==> src/rtl/uart_tx_pkg.sv <==
// Shared types and helpers for the FIFO-drain UART transmitter and its
// companion parity logic.
package uart_tx_pkg;

    typedef enum logic [2:0] {
        StIdle,
        StStart,
        StData,
        StParity,
        StStop
    } tx_state_e;

    localparam logic ParEven = 1'b0;
    localparam logic ParOdd  = 1'b1;

    // Bits needed for a counter holding 0..n-1; never narrower than one bit.
    function automatic int unsigned cnt_width(input int unsigned n);
        int unsigned w;
        w = 1;
        if (n > 1) begin
            w = int'($clog2(n));
        end
        return w;
    endfunction

endpackage

==> src/rtl/parity_calc.sv <==
// Combinational parity generator: returns the bit that makes the frame's
// count of ones even (ParEven) or odd (ParOdd).
module parity_calc
    import uart_tx_pkg::*;
#(
    parameter int unsigned DATA_WIDTH = 8
) (
    input  logic [DATA_WIDTH-1:0] data_i,
    input  logic                  par_typ_i,
    output logic                  par_bit_o
);

    always_comb begin
        par_bit_o = ^data_i;
        unique case (par_typ_i)
            ParEven: par_bit_o = ^data_i;
            ParOdd:  par_bit_o = ~^data_i;
        endcase
    end

endmodule

==> src/rtl/fifo_rd_uart_tx.sv <==
// FIFO read-side consumer: pops one word whenever the line is idle and the
// FIFO is non-empty, then shifts it out as start / data LSB-first / parity / stop.
module fifo_rd_uart_tx
    import uart_tx_pkg::*;
#(
    parameter int unsigned DATA_WIDTH   = 8,
    parameter int unsigned CLKS_PER_BIT = 8
) (
    input  logic                  CLK,
    input  logic                  RST,
    input  logic                  EMPTY,
    input  logic [DATA_WIDTH-1:0] RD_DATA,
    input  logic                  PAR_EN,
    input  logic                  PAR_TYP,
    output logic                  R_INC,
    output logic                  TX_OUT,
    output logic                  BUSY,
    output logic                  FRAME_DONE
);

    localparam int unsigned CntW = cnt_width(CLKS_PER_BIT);
    localparam int unsigned BitW = int'($clog2(DATA_WIDTH)) + 1;

    localparam logic [CntW-1:0] CntLast = CntW'(CLKS_PER_BIT - 1);
    localparam logic [BitW-1:0] BitLast = BitW'(DATA_WIDTH - 1);

    tx_state_e             state_q, state_d;
    logic [CntW-1:0]       cnt_q, cnt_d;
    logic [BitW-1:0]       bit_q, bit_d;
    logic [DATA_WIDTH-1:0] shift_q, shift_d;
    logic                  par_en_q, par_en_d;
    logic                  par_bit_q, par_bit_d;
    logic                  tx_q, tx_d;
    logic                  pop;
    logic                  bit_end;
    logic                  par_calc;
    logic                  frame_done;

    parity_calc #(
        .DATA_WIDTH (DATA_WIDTH)
    ) u_parity_calc (
        .data_i    (RD_DATA),
        .par_typ_i (PAR_TYP),
        .par_bit_o (par_calc)
    );

    // Gated by RST so the pop strobe drops the instant reset is applied.
    assign pop     = ~RST & (state_q == StIdle) & ~EMPTY;
    assign bit_end = (cnt_q == CntLast);

    always_comb begin
        state_d    = state_q;
        cnt_d      = cnt_q;
        bit_d      = bit_q;
        shift_d    = shift_q;
        par_en_d   = par_en_q;
        par_bit_d  = par_bit_q;
        tx_d       = tx_q;
        frame_done = 1'b0;

        if (state_q != StIdle) begin
            cnt_d = bit_end ? '0 : cnt_q + 1'b1;
        end

        // tx_d is the line level for the state being entered, so TX_OUT changes
        // on the same edge as the state register.
        unique case (state_q)
            StIdle: begin
                tx_d  = 1'b1;
                cnt_d = '0;
                bit_d = '0;
                if (pop) begin
                    shift_d   = RD_DATA;
                    par_en_d  = PAR_EN;
                    par_bit_d = par_calc;
                    tx_d      = 1'b0;
                    state_d   = StStart;
                end
            end
            StStart: begin
                if (bit_end) begin
                    tx_d    = shift_q[0];
                    state_d = StData;
                end
            end
            StData: begin
                if (bit_end) begin
                    if (bit_q == BitLast) begin
                        bit_d = '0;
                        if (par_en_q) begin
                            tx_d    = par_bit_q;
                            state_d = StParity;
                        end else begin
                            tx_d    = 1'b1;
                            state_d = StStop;
                        end
                    end else begin
                        bit_d   = bit_q + 1'b1;
                        shift_d = shift_q >> 1;
                        tx_d    = shift_d[0];
                    end
                end
            end
            StParity: begin
                if (bit_end) begin
                    tx_d    = 1'b1;
                    state_d = StStop;
                end
            end
            StStop: begin
                tx_d = 1'b1;
                if (bit_end) begin
                    frame_done = 1'b1;
                    state_d    = StIdle;
                end
            end
            default: begin
                tx_d    = 1'b1;
                state_d = StIdle;
            end
        endcase
    end

    always_ff @(posedge CLK or posedge RST) begin
        if (RST) begin
            state_q   <= StIdle;
            cnt_q     <= '0;
            bit_q     <= '0;
            shift_q   <= '0;
            par_en_q  <= 1'b0;
            par_bit_q <= 1'b0;
            tx_q      <= 1'b1;
        end else begin
            state_q   <= state_d;
            cnt_q     <= cnt_d;
            bit_q     <= bit_d;
            shift_q   <= shift_d;
            par_en_q  <= par_en_d;
            par_bit_q <= par_bit_d;
            tx_q      <= tx_d;
        end
    end

    assign R_INC      = pop;
    assign TX_OUT     = tx_q;
    assign BUSY       = (state_q != StIdle);
    assign FRAME_DONE = frame_done;

endmodule

==> config.mk <==
export PLATFORM = sky130hd
export DESIGN_NAME = fifo_rd_uart_tx
export DESIGN_NICKNAME = d
export VERILOG_FILES = /design/src/rtl/uart_tx_pkg.sv /design/src/rtl/parity_calc.sv /design/src/rtl/fifo_rd_uart_tx.sv
export SDC_FILE = /design/constraint.sdc
export NUM_CORES = 1
export LEC_CHECK = 0
export ABC_CLOCK_PERIOD_IN_PS = 2400
export CORE_MARGIN = 2
export CORE_UTILIZATION = 45
export DETAILED_ROUTE_END_ITERATION = 16
export PLACE_DENSITY = 0.68
export SYNTH_ARGS = -nofsm -noshare
export SYNTH_HDL_FRONTEND = slang
export SYNTH_SLANG_ARGS = --single-unit
==> constraint.sdc <==
create_clock -name CLK -period 2.4 [get_ports CLK]
set_input_delay 0.24 -clock CLK [delete_from_list [all_inputs] [get_ports CLK]]
set_output_delay 0.24 -clock CLK [all_outputs]
set_load 0.005 [all_outputs]
==> results of run 1 <==
synth_stat cells, types with 2 or more instances:
| master | count |
|---|---|
| o21ai_0 | 4 |
| o21bai_1 | 2 |
| xnor2_1 | 5 |
| mux2_2 | 8 |
| mux2i_1 | 2 |
| nor2_1 | 5 |
| buf_4 | 2 |
| a21oi_1 | 4 |
| a22o_1 | 2 |
| nand2_1 | 26 |
| nor3_1 | 2 |
| inv_1 | 6 |
| dfrtp_1 | 20 |
| and2_1 | 2 |
| nand3_1 | 2 |
| buf_6 | 2 |
| and3_2 | 2 |
| ha_1 | 3 |
power groups by stage:
stage	clock, W	combinational [W]	sequential [W]
6_report	0.000166	0.000500	0.000591
5_1_grt	0.000188	0.000562	0.000610
2_1_floorplan	0	0.000412	0.000543
3_5_place_dp	0	0.000504	0.000599
3_3_place_gp	0	0.000499	0.000592
4_1_cts	0.000173	0.000508	0.000592
layer usage:
layer	global-route usage, %	routed length, um
met1	23.2	1100
met3	2.56	90
met2	25.5	1020
met5	0	0
met4	5.10	25
sequential cells by signal (all words and copies together) (netlist names):
name / cells
par_en_q: 1
bit_q: 4
shift_q: 8
state_q: 3
par_bit_q: 1
TX_OUT: 1
cnt_q: 3
how the worst max path moves through the flow:
stage                           startpoint                     end  depth (start not counted)
floorplan               cnt_q[0]$_DFF_PP0_  shift_q[0]$_DFFE_PP0P_                          6
finish                  cnt_q[0]$_DFF_PP0_              FRAME_DONE                          4
detailed placement                     RST                   R_INC                          5
CTS                     cnt_q[0]$_DFF_PP0_              FRAME_DONE                          4
global route        state_q[2]$_DFFE_PP0P_                   R_INC                          4
global placement                       RST                   R_INC                          5
cells in the final DEF (no fill, tap or decap), types with 2 or more instances in the layout:
cell type | Yosys | routed
nand2_1 | 26 | 26
dfrtp_1 | 20 | 20
clkdlybuf4s50_1 | 0 | 16
mux2_2 | 8 | 8
inv_1 | 6 | 6
nor2_1 | 5 | 5
xnor2_1 | 5 | 5
o21ai_0 | 4 | 4
a21oi_1 | 4 | 4
ha_1 | 3 | 3
clkbuf_4 | 0 | 3
nand3_1 | 2 | 2
and3_2 | 2 | 2
o21bai_1 | 2 | 2
mux2i_1 | 2 | 2
nor3_1 | 2 | 2
a22o_1 | 2 | 2
and2_1 | 2 | 2
buf_4 | 2 | 2
logic make-up (layout without fill, tap and decap cells):
logic type                 after synthesis  in the layout  synth area share, %
AOI/OAI and AO/OA                       18             18                 10.9
xor gates and xnor gates                 7              7                 6.21
adders and majority gates                3              3                 3.11
buffers and inverters                   11             28                 5.28
DFF                                     21             21                 43.6
muxes                                   10             10                 9.11
and+or+nand+nor                         50             50                 21.8
area by class of cell:
cell class	count	area, um^2	share of cell area [%]
flip-flops and latches	21	527	37.5
well taps	30	37.5	2.67
multi-input cells	88	618	44.0
inverters	6	22.5	1.60
clock buffers	4	26.3	1.87
repair buffers	18	175	12.5
critical path, delay by kind of cell (launching register included):
kind | cells | cell delay [ns]
AND/OR/NAND/NOR | 1 | 0.25
adder cells (fa/ha/maj) | 2 | 0.56
buffers and inverters | 1 | 0.49
flip-flops | 1 | 0.37
stage by stage:
step	setup slack [ns]	util (%)	hold WS (ns)
floorplan	0.735	-	0.216
global placement	0.555	54.7	0.425
detailed placement	0.525	54.7	0.436
CTS	0.190	55.8	0.436
global route	0.0324	55.8	0.476
finish	0.202	55.8	0.406
==> flow_metrics.tcl, run 1 <==
set metrics [dict create \
    die_area_mm2 0.00312 \
    worst_setup_path_start_kind "flip-flop" \
    p_clk_share_pct 13.2 \
    insertion_delay_ns 0.29 \
    firstDrtPassIters 4 \
    fin_nets 154 \
    initial_core_util_pct 47.9 \
    fin_cells 167 \
    yosys.cell_types.count 39 \
    syn_area_mm2 0.00121 \
    ys.warnings.count 0 \
    yosysSeqAreaShare_pct 43.6 \
    die_x_um 55.8 \
    max-slew-margin-rel_pct 47.3 \
    seqPwrFrac_pct 47.0 \
    yosysTopAreaCell "dfrtp_1" \
    tns_ns 0 \
    r2r_cells 4 \
    rows 18 \
    postRouteWirelength_mm 2.24 \
    hold_buffers 0 \
    via_count 888 \
    synth_seq_cells 21 \
    switchingPower_w 0.000426 \
    num_io_pins 17 \
    powerDensity_mw_per_mm2 894 \
    async_flop_share_pct 100 \
    viasPerCell 5.32 \
    ir_worst_vdd_mv 0.746 \
    slew_viol_final 0 \
    p_leak_nw 0.633 \
    slowest_delay_ns 0.49 \
    dpl.cell_count 163 \
    cts_resized 0 \
    timing.fmax_mhz 455 \
    reg2reg_to "shift_q[1]$_DFFE_PP0P_" \
    drt_iter0_markers 18 \
    grt_pass1_wl_mm 4.08 \
    clk_pin_slew_ns 0.11 \
    path_common_cell "ha_1" \
    drc 0 \
    pwr-share-comb_pct 39.8 \
    cts_setup_buffers 0 \
    grt.total_usage_pct 16.3 \
    cap_violations 0 \
    cts_root_buffer "clkbuf_4" \
    stdcell_area_mm2 0.00141 \
    p_int_w 0.000831 \
    crit_required_ns 2.16 \
    cts_tree "built" \
    synth_ff_type "dfrtp_1" \
    syn_nets 136 \
    cts.sinks 21 \
    finalWeightedCongestion 0.761 \
    die_h_um 55.8 \
    outcome "finished, final reports clean" \
    area_growth_pct 16.4 \
    timing.rr.start "state_q[2]$_DFFE_PP0P_" \
    finalCritPeriodShare_pct 91.6 \
    dp_hpwl_mm 1.68 \
    arrival_ns 1.96 \
    crit_path_cell_trace "ha_1, ha_1, and3_2, clkdlybuf4s50_1" \
    antenna_found_initial 0 \
    place_area_mm2 0.00138 \
    synth_top_area_share_pct 41.4 \
    drive_gt1_share_pct 16.1 \
    grt_setup_unrepaired "no" \
    coreArea_mm2 0.00252 \
    setup_viol 0 \
    port_buffers 16 \
    antenna_left 0 \
    fill_cells 235 \
    wl_per_cell_um 13.4 \
    finalHoldViolCount 0 \
    h-tree-depth 1 \
    cp_max_fo 11 \
    holdCritPathClass "in -> async" \
    cts_buffers 3 \
    cts_buffer_depth 2 \
    r2r_slack_ns 0.60 \
    setup.worst_path.class "reg -> out" \
    tightest_slew_ns 0.790 \
    synth_edf_count 0 \
    power_w 0.00126 \
    fin_skew_ns 0.000724 \
    grt_pass1_vias 904 \
    postSynthAreaPerCell_um2 10.1 \
    grt_max_degree 22 \
    netSwitchingFraction_pct 33.9 \
    critPathCaptureType "output port" \
    ys_top_cells_by_area "dfrtp_1, nand2_1, mux2_2" \
    antenna_cells 0 \
    overflow 0 \
    crit_path_top_delay_cell "clkdlybuf4s50_1" \
    netlist_instances 120 \
    min_period_ns 2.20 \
]
Power figures use the tool's default switching activity.
==> inputs of run 2 (changes only) <==
ABC_CLOCK_PERIOD_IN_PS = 1810   (was 2400)
PLACE_DENSITY = 0.8   (was 0.68)
clock period = 1.81 ns   (was 2.4 ns; I/O delays follow)
==> run 2 against run 1 <==
First-iteration DRC count up 11%. Hold slack got worse by 0.17 ns. Total power rose by 43%. Largest cell class unchanged. Core utilization increased by 5.1 points. Clock-buffer cell count unchanged. Setup slack got worse by 0.12 ns. Clock skew up 0.0026 ns. Clock power rose by 30%. Non-clock buffer count grew 13. Via count is 6.2% higher.
==> flow_metrics.tcl, run 2 (synthesis results as in run 1) <==
set metrics [dict create \
    setup.worst_path.class "reg -> reg" \
    coreArea_mm2 0.00252 \
    area_growth_pct 27.0 \
    tightest_slew_ns 0.310 \
    min_period_ns 1.73 \
    ir_worst_vdd_mv 0.784 \
    wl_per_cell_um 13.6 \
    worst_setup_path_start_kind "flip-flop" \
    holdCritPathClass "in -> async" \
    slew_viol_final 0 \
    grt_setup_unrepaired "no" \
    crit_path_cell_trace "buf_4, or3b_4, nor2_4, a21oi_4, mux2_2" \
    r2r_slack_ns 0.08 \
    die_h_um 55.8 \
    crit_required_ns 1.99 \
    finalCritPeriodShare_pct 95.6 \
    fin_cells 180 \
    grt_pass1_wl_mm 4.43 \
    timing.fmax_mhz 578 \
    viasPerCell 5.24 \
    powerDensity_mw_per_mm2 1170 \
    reg2reg_to "shift_q[2]$_DFFE_PP0P_" \
    p_leak_nw 0.720 \
    cts_root_buffer "clkbuf_4" \
    outcome "finished, final reports clean" \
    num_io_pins 17 \
    overflow 0 \
    die_area_mm2 0.00312 \
    clk_pin_slew_ns 0.11 \
    timing.rr.start "state_q[1]$_DFFE_PP0P_" \
    cts_tree "built" \
    final_common_cell "nand2_1" \
    antenna_found_initial 0 \
    tns_ns 0 \
    slowest_delay_ns 0.45 \
    cts_buffer_depth 2 \
    cts_buffers 3 \
    fin_skew_ns 0.00330 \
    initial_core_util_pct 47.9 \
    setup_viol 0 \
    critPathBufInv 1 \
    finalHoldViolCount 0 \
    regMostFlops "shift_q" \
    grt_max_degree 22 \
    postRouteWirelength_mm 2.44 \
    rows 18 \
    h-tree-depth 1 \
    drt_iter0_markers 20 \
    port_buffers 16 \
    via_count 943 \
    cap_violations 0 \
    cts.sinks 21 \
    drc 0 \
    firstDrtPassIters 4 \
    antenna_cells 0 \
    mostFrequentLayoutCells "nand2_1, dfrtp_1, buf_4" \
    die_x_um 55.8 \
    grt_pass1_vias 1008 \
    finalWeightedCongestion 0.821 \
    critPathCaptureType "flip-flop" \
    drive_gt1_share_pct 27.3 \
    largest_register_ffs 8 \
    max-slew-margin-rel_pct 79.1 \
    grt.total_usage_pct 17.3 \
    cp.depth 5 \
    cp_max_fo 13 \
    fin_nets 167 \
    hold_buffers 0 \
    dpl.cell_count 172 \
    dp_hpwl_mm 1.76 \
    crit_path_top_delay_cell "dfrtp_2" \
    cp-endpoint "shift_q[2]$_DFFE_PP0P_" \
    reg_top3 "shift_q (8), bit_q (4)" \
    crit_family "flip-flops" \
    critPathLaunch "state_q[1]$_DFFE_PP0P_" \
    r2r_cells 5 \
    antenna_left 0 \
    arrival_ns 1.91 \
    insertion_delay_ns 0.29 \
]
## run 2: cell types whose count changed in the layout (fill, tap and decap cells not counted), sizes merged
cell / previous run / this run
buf: 2 / 15
dlymetal6s2s: 0 / 2
dlygate4sd2: 0 / 1
clkdlybuf4s50: 16 / 13
## run 2: what timing repair did
action                     in CTS  in global routing
pin swaps                       0                  1
resized for setup               9                  2
setup endpoints to repair       3                  2
buffers inserted                4                  0
## run 2: metal layers
| metal | wire length, um | vias up | GRT usage, % |
|---|---|---|---|
| met3 | 128 | 0 | 3.72 |
| met1 | 1050 | 447 | 20.1 |
| met4 | 0 | 0 | 3.74 |
| li1 | - | 474 | - |
| met5 | 0 | - | 0 |
| met2 | 1260 | 22 | 32.3 |
## run 2: how the worst min path moves through the flow
| stage | from | end | cells past startpoint |
|---|---|---|---|
| after CTS | RST | cnt_q[2]$_DFF_PP0_ | 3 |
| after global routing | RST | cnt_q[2]$_DFF_PP0_ | 3 |
| final | RST | cnt_q[0]$_DFF_PP0_ | 3 |
| after detailed placement | cnt_q[0]$_DFF_PP0_ | cnt_q[0]$_DFF_PP0_ | 1 |
| after global placement | cnt_q[0]$_DFF_PP0_ | cnt_q[0]$_DFF_PP0_ | 1 |
| after floorplan | RST | bit_q[0]$_DFFE_PP0P_ | 1 |
## run 2: area by class of cell
cell class	instances	area, um^2
multi-input cells	88	642
fillers	227	987
repair buffers	31	277
inverters	6	22.5
clock buffers	4	26.3
flip-flops and latches	21	531
well taps	30	37.5
## run 2: stage by stage
step,setup slack [ns],instance area (um^2),hold slack (ns),power [W],utilization (%)
after CTS,0.0153,1530,0.238,0.00181,60.7
after floorplan,0.145,1210,0.157,0.00127,-
after detailed placement,0.0324,1450,0.448,0.00151,57.4
final,0.0790,1540,0.234,0.00179,60.9
after global placement,0.0972,1450,0.425,0.00149,57.4
after global routing,0.00850,1540,0.260,0.00194,60.9
## run 2: worst min-delay path: cells and delay by family
| kind | cells | cell delay [ns] |
|---|---|---|
| buffers and inverters | 3 | 0.74 |
## run 2: power by group
part / internal, W / total (W) / switching [W]
clock network: 0.0000856 / 0.000216 / 0.000130
logic: 0.000455 / 0.000815 / 0.000360
registers: 0.000652 / 0.000762 / 0.000110
total: 0.00119 / 0.00179 / 0.000600
